File: src/rtl/fcims_txn_engine.sv
// fcims_txn_engine: item stock/price transaction engine with a running bill.
// Requests come in over a valid/ready handshake. A sell uses a shift-add multiplier.
// Every state update is committed on the CALC->RESP edge.
// Ports:
//   clk, reset (async, active-low)
//   req_valid/req_ready/req_op/req_item/req_qty  : request handshake
//   rsp_valid/rsp_ready/rsp_status               : response handshake
//   fprice, new_ct                               : per-request results
//   bill_total, bill_ovf                         : running saturating bill + sticky overflow
module fcims_txn_engine #(
    parameter int unsigned N_ITEMS = 4,
    parameter int unsigned CNT_W   = 4,
    parameter int unsigned PRICE_W = 4,
    parameter int unsigned QTY_W   = 4,
    parameter int unsigned BILL_W  = 16,
    localparam int unsigned IDX_W  = (N_ITEMS > 1) ? $clog2(N_ITEMS) : 1,
    localparam int unsigned FP_W   = PRICE_W + QTY_W
) (
    input  logic               clk,
    input  logic               reset,
    input  logic               req_valid,
    output logic               req_ready,
    input  logic [1:0]         req_op,
    input  logic [IDX_W-1:0]   req_item,
    input  logic [QTY_W-1:0]   req_qty,
    output logic               rsp_valid,
    input  logic               rsp_ready,
    output logic [1:0]         rsp_status,
    output logic [FP_W-1:0]    fprice,
    output logic [CNT_W-1:0]   new_ct,
    output logic [BILL_W-1:0]  bill_total,
    output logic               bill_ovf
);

    localparam int unsigned STEP_W = (QTY_W > 1) ? $clog2(QTY_W) : 1;
    localparam int unsigned RS_W   = ((CNT_W > QTY_W) ? CNT_W : QTY_W) + 1;
    localparam int unsigned SUM_W  = ((BILL_W > FP_W) ? BILL_W : FP_W) + 1;

    localparam logic [1:0] OP_RESTOCK   = 2'b00;
    localparam logic [1:0] OP_SELL      = 2'b01;
    localparam logic [1:0] OP_SETPRICE  = 2'b10;
    localparam logic [1:0] OP_CLEARBILL = 2'b11;

    localparam logic [1:0] ST_OK     = 2'b00;
    localparam logic [1:0] ST_SHORT  = 2'b01;
    localparam logic [1:0] ST_SAT    = 2'b10;
    localparam logic [1:0] ST_BADIDX = 2'b11;

    typedef enum logic [1:0] {StIdle, StCalc, StResp} state_e;

    state_e             state;
    logic [1:0]         op;
    logic [IDX_W-1:0]   item;
    logic [QTY_W-1:0]   qty;
    logic [FP_W-1:0]    acc;
    logic [STEP_W-1:0]  step;
    logic [CNT_W-1:0]   counts [N_ITEMS];
    logic [PRICE_W-1:0] prices [N_ITEMS];

    logic               item_ok;
    logic [CNT_W-1:0]   cur_ct;
    logic [PRICE_W-1:0] cur_price;
    logic [RS_W-1:0]    rs_sum;
    logic               rs_clip;
    logic               short_qty;
    logic [RS_W-1:0]    sell_rem;
    logic               sell_go;
    logic               last_step;
    logic [FP_W-1:0]    prod;
    logic [SUM_W-1:0]   bill_sum;
    logic               bill_sat;

    assign req_ready = (state == StIdle);
    assign rsp_valid = (state == StResp);

    always_comb begin
        item_ok   = 32'(item) < N_ITEMS;
        cur_ct    = '0;
        cur_price = '0;
        if (item_ok) begin
            cur_ct    = counts[item];
            cur_price = prices[item];
        end
        rs_sum    = RS_W'(cur_ct) + RS_W'(qty);
        rs_clip   = |rs_sum[RS_W-1:CNT_W];
        short_qty = RS_W'(qty) > RS_W'(cur_ct);
        sell_rem  = RS_W'(cur_ct) - RS_W'(qty);
        sell_go   = (op == OP_SELL) && item_ok && !short_qty;
        last_step = (step == STEP_W'(QTY_W - 1));
        // One shift-add step per CALC cycle: add price << step when qty bit [step] is set.
        prod      = acc + (qty[step] ? (FP_W'(cur_price) << step) : '0);
        bill_sum  = SUM_W'(bill_total) + SUM_W'(prod);
        bill_sat  = bill_sum > SUM_W'({BILL_W{1'b1}});
    end

    always_ff @(posedge clk or negedge reset) begin
        if (!reset) begin
            state      <= StIdle;
            op         <= '0;
            item       <= '0;
            qty        <= '0;
            acc        <= '0;
            step       <= '0;
            rsp_status <= '0;
            fprice     <= '0;
            new_ct     <= '0;
            bill_total <= '0;
            bill_ovf   <= 1'b0;
            for (int i = 0; i < int'(N_ITEMS); i++) begin
                counts[i] <= '0;
                prices[i] <= '0;
            end
        end else begin
            case (state)
                StIdle: begin
                    if (req_valid) begin
                        op    <= req_op;
                        item  <= req_item;
                        qty   <= req_qty;
                        acc   <= '0;
                        step  <= '0;
                        state <= StCalc;
                    end
                end
                StCalc: begin
                    if (sell_go && !last_step) begin
                        acc  <= prod;
                        step <= step + 1'b1;
                    end else begin
                        state      <= StResp;
                        rsp_status <= ST_OK;
                        fprice     <= '0;
                        new_ct     <= '0;
                        unique case (op)
                            OP_RESTOCK: begin
                                if (!item_ok) begin
                                    rsp_status <= ST_BADIDX;
                                end else begin
                                    counts[item] <= rs_clip ? {CNT_W{1'b1}} : rs_sum[CNT_W-1:0];
                                    new_ct       <= rs_clip ? {CNT_W{1'b1}} : rs_sum[CNT_W-1:0];
                                    rsp_status   <= rs_clip ? ST_SAT : ST_OK;
                                end
                            end
                            OP_SELL: begin
                                if (!item_ok) begin
                                    rsp_status <= ST_BADIDX;
                                end else if (short_qty) begin
                                    rsp_status <= ST_SHORT;
                                    new_ct     <= cur_ct;
                                end else begin
                                    counts[item] <= sell_rem[CNT_W-1:0];
                                    new_ct       <= sell_rem[CNT_W-1:0];
                                    fprice       <= prod;
                                    bill_total   <= bill_sat ? {BILL_W{1'b1}} : bill_sum[BILL_W-1:0];
                                    if (bill_sat) begin
                                        bill_ovf <= 1'b1;
                                    end
                                end
                            end
                            OP_SETPRICE: begin
                                if (!item_ok) begin
                                    rsp_status <= ST_BADIDX;
                                end else begin
                                    prices[item] <= qty[PRICE_W-1:0];
                                    new_ct       <= cur_ct;
                                end
                            end
                            OP_CLEARBILL: begin
                                bill_total <= '0;
                                bill_ovf   <= 1'b0;
                            end
                        endcase
                    end
                end
                StResp: begin
                    if (rsp_ready) begin
                        state <= StIdle;
                    end
                end
                default: state <= StIdle;
            endcase
        end
    end

endmodule

File: config.mk
export PLATFORM = sky130hd
export DESIGN_NAME = fcims_txn_engine
export DESIGN_NICKNAME = d
export VERILOG_FILES = /design/src/rtl/fcims_txn_engine.sv
export SDC_FILE = /design/constraint.sdc
export NUM_CORES = 1
export LEC_CHECK = 0
export ABC_AREA = 0
export BUFFER_PORTS_ARGS = -buffer_cell sky130_fd_sc_hd__clkbuf_2
export CAP_MARGIN = 20
export CORE_ASPECT_RATIO = 2
export CORE_UTILIZATION = 55
export CTS_CLUSTER_SIZE = 10
export DETAILED_ROUTE_END_ITERATION = 8
export PLACE_DENSITY = 0.86
export RECOVER_POWER = 100
export SLEW_MARGIN = 20
export SYNTH_ARGS = -nofsm -noshare
export SYNTH_HDL_FRONTEND = slang
export SYNTH_SLANG_ARGS = --single-unit
File: constraint.sdc
create_clock -name clk -period 4.8 [get_ports clk]
set_clock_uncertainty 0.05 [all_clocks]
set_input_delay 0.24 -clock clk [delete_from_list [all_inputs] [get_ports clk]]
set_output_delay 0.24 -clock clk [all_outputs]
set_load 0.02 [all_outputs]
==> flow_summary.rst <==
.. list-table::
   :header-rows: 1

   * - Metric
     - Value
   * - Status
     - finished with violations
   * - Violations in the final reports
     - max-capacitance violations, max-slew violations
   * - Portion of the post-synthesis area used by sequential elements
     - approximately two fifths
   * - Number of buffers inserted during clock tree synthesis
     - 9
   * - Peak clock frequency supported by timing
     - roughly 0.22 GHz
   * - Via count of the first global-routing pass
     - roughly 4300
   * - Critical path start-end classification
     - flop to flop
   * - Die ar.
     - 0.00961 sq mm
   * - Unique masters post-synth
     - between 60 and 70
   * - WP buf/inv
     - 0
   * - Number of register bits inferred by synthesis
     - 83
   * - Max-slew violation count
     - 84
   * - 1st-pass router iterations
     - 5
   * - Total number of H-tree levels
     - 3
   * - Overall overflow remaining after global route
     - 0
   * - Final period demand of the worst path
     - around 4.6 ns
   * - Clock tree from TritonCTS
     - built
   * - PortBufs
     - 44
   * - Startpoint class of the critical path
     - flop
   * - Antenna fix cells
     - 0
   * - Register-to-register setup slack
     - 0.21 ns
   * - Detailed-route DRC error count
     - 0
   * - Vertical die dimension
     - ~140 microns
   * - Worst EP required
     - 4.96 ns
   * - CTS sink cnt
     - 83
   * - R2r startpoint
     - item[0]
   * - Residual antenna-violating net count after detailed routing
     - 0
   * - Data arrival time of the critical path
     - around 4.8 ns
   * - Worst Setup End Kind
     - flop
   * - Cell with the largest stage delay on the worst path
     - a211oi_1
   * - Final routed wire length divided by cell count
     - roughly 20 microns
   * - Overall global routing resource usage
     - a little over a quarter
   * - Logic depth of the worst path, buffers included
     - 12
   * - Die width
     - 69.8 microns
   * - Top area cells in the synthesized netlist
     - dfrtp_1, mux2_2, ha_1
   * - Worst-skew pair later-pin latency
     - about 0.35 ns
   * - Area share of the largest cell type after synthesis
     - between 40% and 50%
   * - Peak supply drop
     - about 0.00046 V
   * - Post-synth EDFFs
     - 0
   * - Number of cell instances on the worst register-to-register path
     - 12
   * - Vias
     - 4141
   * - Number of max-capacitance violations reported
     - 1
   * - Number of antenna violations at the first check in global routing
     - 0
   * - Clock Tree Root
     - clkbuf_16
   * - Unrepaired setup endpoints after global routing
     - false
   * - Fill cell instance count of the final layout
     - 768
   * - Measured slew at the worst slew-check pin
     - 2.02 ns
   * - Nets in the synthesized netlist
     - 525
   * - Combined area of all synthesized cells
     - about 0.005 sq mm
   * - Average footprint of a synthesized cell
     - ~10 sq um
   * - Largest net degree at the start of global routing
     - 84
   * - Final sum of negative setup slack
     - 0 ns
   * - Power Dens Cells
     - roughly 640 mW/mm^2
   * - Post-CTS clock slew at the launch and capture registers of the worst setup and hold paths
     - approximately 0.06 ns
   * - Critical Path, Cell by Cell
     - mux4_2, mux2i_1, o22ai_1, ha_1, nand3_1, o2111ai_1, xor2_1, ha_1, a21o_1, a211oi_1, a211oi_1, a311oi_1
   * - Total wire length
     - ~13000 microns
   * - Async set-reset flop share out of synthesis
     - between 90% and 100%
   * - Per-cell via count in the routed design
     - 6.57
   * - Max Fanout on Critical Path
     - 5
   * - CP Capture Point
     - bill_total[12]
   * - Sum of net half-perimeters after detailed placement
     - between 9000 and 10000 microns
   * - Cts repair resizes
     - 0
   * - Site row count
     - roughly 50
   * - Area added between synthesis and finish
     - 9.92%
   * - Share of the cycle needed by the critical path after routing
     - between 90% and 100%
   * - Max stage delay on crit path
     - slightly below 0.6 ns
   * - Final RePlAce weighted congestion
     - approximately 0.96
   * - Warnings, synthesis
     - 0
   * - Worst setup path startpoint
     - item[0]
   * - Clock tree buffer depth
     - 2
   * - Detailed router's first-iteration violation count
     - between 200 and 300
   * - Num ports
     - between 40 and 50
   * - Tightest Hold Check Type
     - input pin to flop
   * - Placeable Area
     - roughly 0.0090 sq mm
   * - Cell type with the largest total area after synthesis
     - dfrtp_1
   * - # setup viols final
     - 0
   * - Fin nets
     - between 500 and 600
   * - Share of final-layout standard cells stronger than drive strength 1
     - between 15 and 20%
   * - Initial standard-cell utilization of the core
     - approximately 56%
   * - Hold slack final
     - 0.0610 ns
   * - Relative max-transition margin
     - -35.0%
   * - First-pass GRT wire length
     - 20400 microns
   * - Most common flop cell mapped by yosys
     - dfrtp_1
   * - Endpoints failing hold
     - 0
   * - Gate count of the mapped netlist
     - 483
   * - Static leakage
     - about 0.0026 uW
   * - Family with the most delay on the worst path
     - compound AO/OA/AOI/OAI gates
   * - Capture instance of the worst register-to-register path
     - bill_total[12]
cell families (layout without fill, tap and decap cells):
group	count (synthesis)	in the layout	share of synthesized area (%)
and+or+nand+nor	136	136	13.4
AOI/OAI and AO/OA	119	119	17.1
DFF	83	83	41.1
muxes	60	60	14.6
buffers and inverters	43	88	3.69
adders and majority gates	30	30	8.02
xor gates and xnor gates	12	12	2.08
per-layer routing:
layer / up-vias / part of all wire [%] / GRT usage [%] / wire length (microns)
met2: 168 / 55 / 50.2 / 6910
li1: 1852 / - / - / -
met3: 65 / 3.8 / 4.10 / 479
met1: 2056 / 35 / 28.2 / 4450
met4: 0 / 5.7 / 18.9 / 720
met5: - / 0 / 0 / 0
power breakdown:
group | internal [uW] | leakage (uW) | switching [uW]
clock | 465 | 0.000154 | 275
combinational | 722 | 0.00133 | 995
sequential | 887 | 0.00110 | 217
registers in the layout, summed over array words and instances (netlist names):
register,count
acc,8
bill_ovf,1
bill_total,16
counts,16
fprice,8
item,2
new_ct,4
op,2
prices,16
qty,4
rsp_status,2
state,2
step,2
synthesized netlist by cell type, drive strengths merged, types with 3 or more instances:
| library cell | instances |
|---|---|
| xor2 | 4 |
| nor2b | 5 |
| o211ai | 5 |
| nand3 | 13 |
| mux2i | 11 |
| a31oi | 3 |
| nor3 | 9 |
| o22ai | 5 |
| nand2b | 8 |
| or3 | 3 |
| a21oi | 24 |
| a41oi | 3 |
| nand2 | 57 |
| a21o | 10 |
| clkbuf | 10 |
| mux2 | 42 |
| o21ai | 24 |
| dfrtp | 83 |
| mux4 | 7 |
| inv | 22 |
| ha | 26 |
| fa | 4 |
| nor3b | 4 |
| and3 | 4 |
| o2111ai | 4 |
| nor2 | 22 |
| a22o | 6 |
| xnor2 | 8 |
| o21bai | 5 |
| a211oi | 5 |
| buf | 11 |
| o31ai | 4 |
repair_timing:
action                                  CTS  global route
hold buffers                              0             1
buffers inserted                          0             0
endpoints found under the setup margin    0             9
endpoints found under the hold margin     0            76
cell type report:
type                       instances  area (sq um)  area share [%]
sequential                        83          2080            37.4
clock inverter                     5          77.6            1.40
tap                              102           128            2.30
inverter                          22          82.6            1.49
multi-input combinational        357          2730            49.1
clock buffer                      10           239            4.30
timing repair buffer              51           226            4.07
placed cells by master, fill, tap and decap left out, types with 8 or more instances in the layout:
cell type | netlist | routed
dfrtp_1 | 83 | 83
nand2_1 | 57 | 57
mux2_2 | 41 | 41
clkbuf_1 | 9 | 35
ha_1 | 26 | 26
o21ai_0 | 23 | 24
a21oi_1 | 24 | 24
nor2_1 | 21 | 22
inv_1 | 22 | 22
nand3_1 | 13 | 13
mux2i_1 | 11 | 11
clkbuf_2 | 1 | 11
a21o_1 | 10 | 10
nor3_1 | 8 | 9
clkbuf_16 | 0 | 9
nand2b_1 | 8 | 8
xnor2_1 | 8 | 8
metrics by stage:
stage | util [%] | cell area (sq um) | cells | total power, uW | setup slack (ns)
2_1_floorplan | - | 5060 | 483 | 2420 | 0.642
5_1_grt | 62.1 | 5560 | 630 | 3770 | 0.0137
4_1_cts | 63.4 | 5670 | 629 | 3600 | 0.224
3_5_place_dp | 59.8 | 5360 | 614 | 2850 | 0.245
6_report | 62.1 | 5560 | 630 | 3560 | 0.209
3_3_place_gp | 59.8 | 5350 | 614 | 2740 | 0.406
worst min-delay path by stage:
| stage | from | end | slack [ns] | cells after the start |
|---|---|---|---|---|
| finish | rsp_ready | state[1] | 0.06 | 2 |
| global placement | counts[7] | counts[7] | 0.41 | 1 |
| detailed placement | rsp_ready | state[1] | 0.42 | 2 |
| floorplan | reset | acc[0] | -0.11 | 0 |
| CTS | rsp_ready | state[1] | 0.05 | 2 |
| global route | rsp_ready | state[1] | 0.06 | 2 |
(Power assumes the default switching activity.)
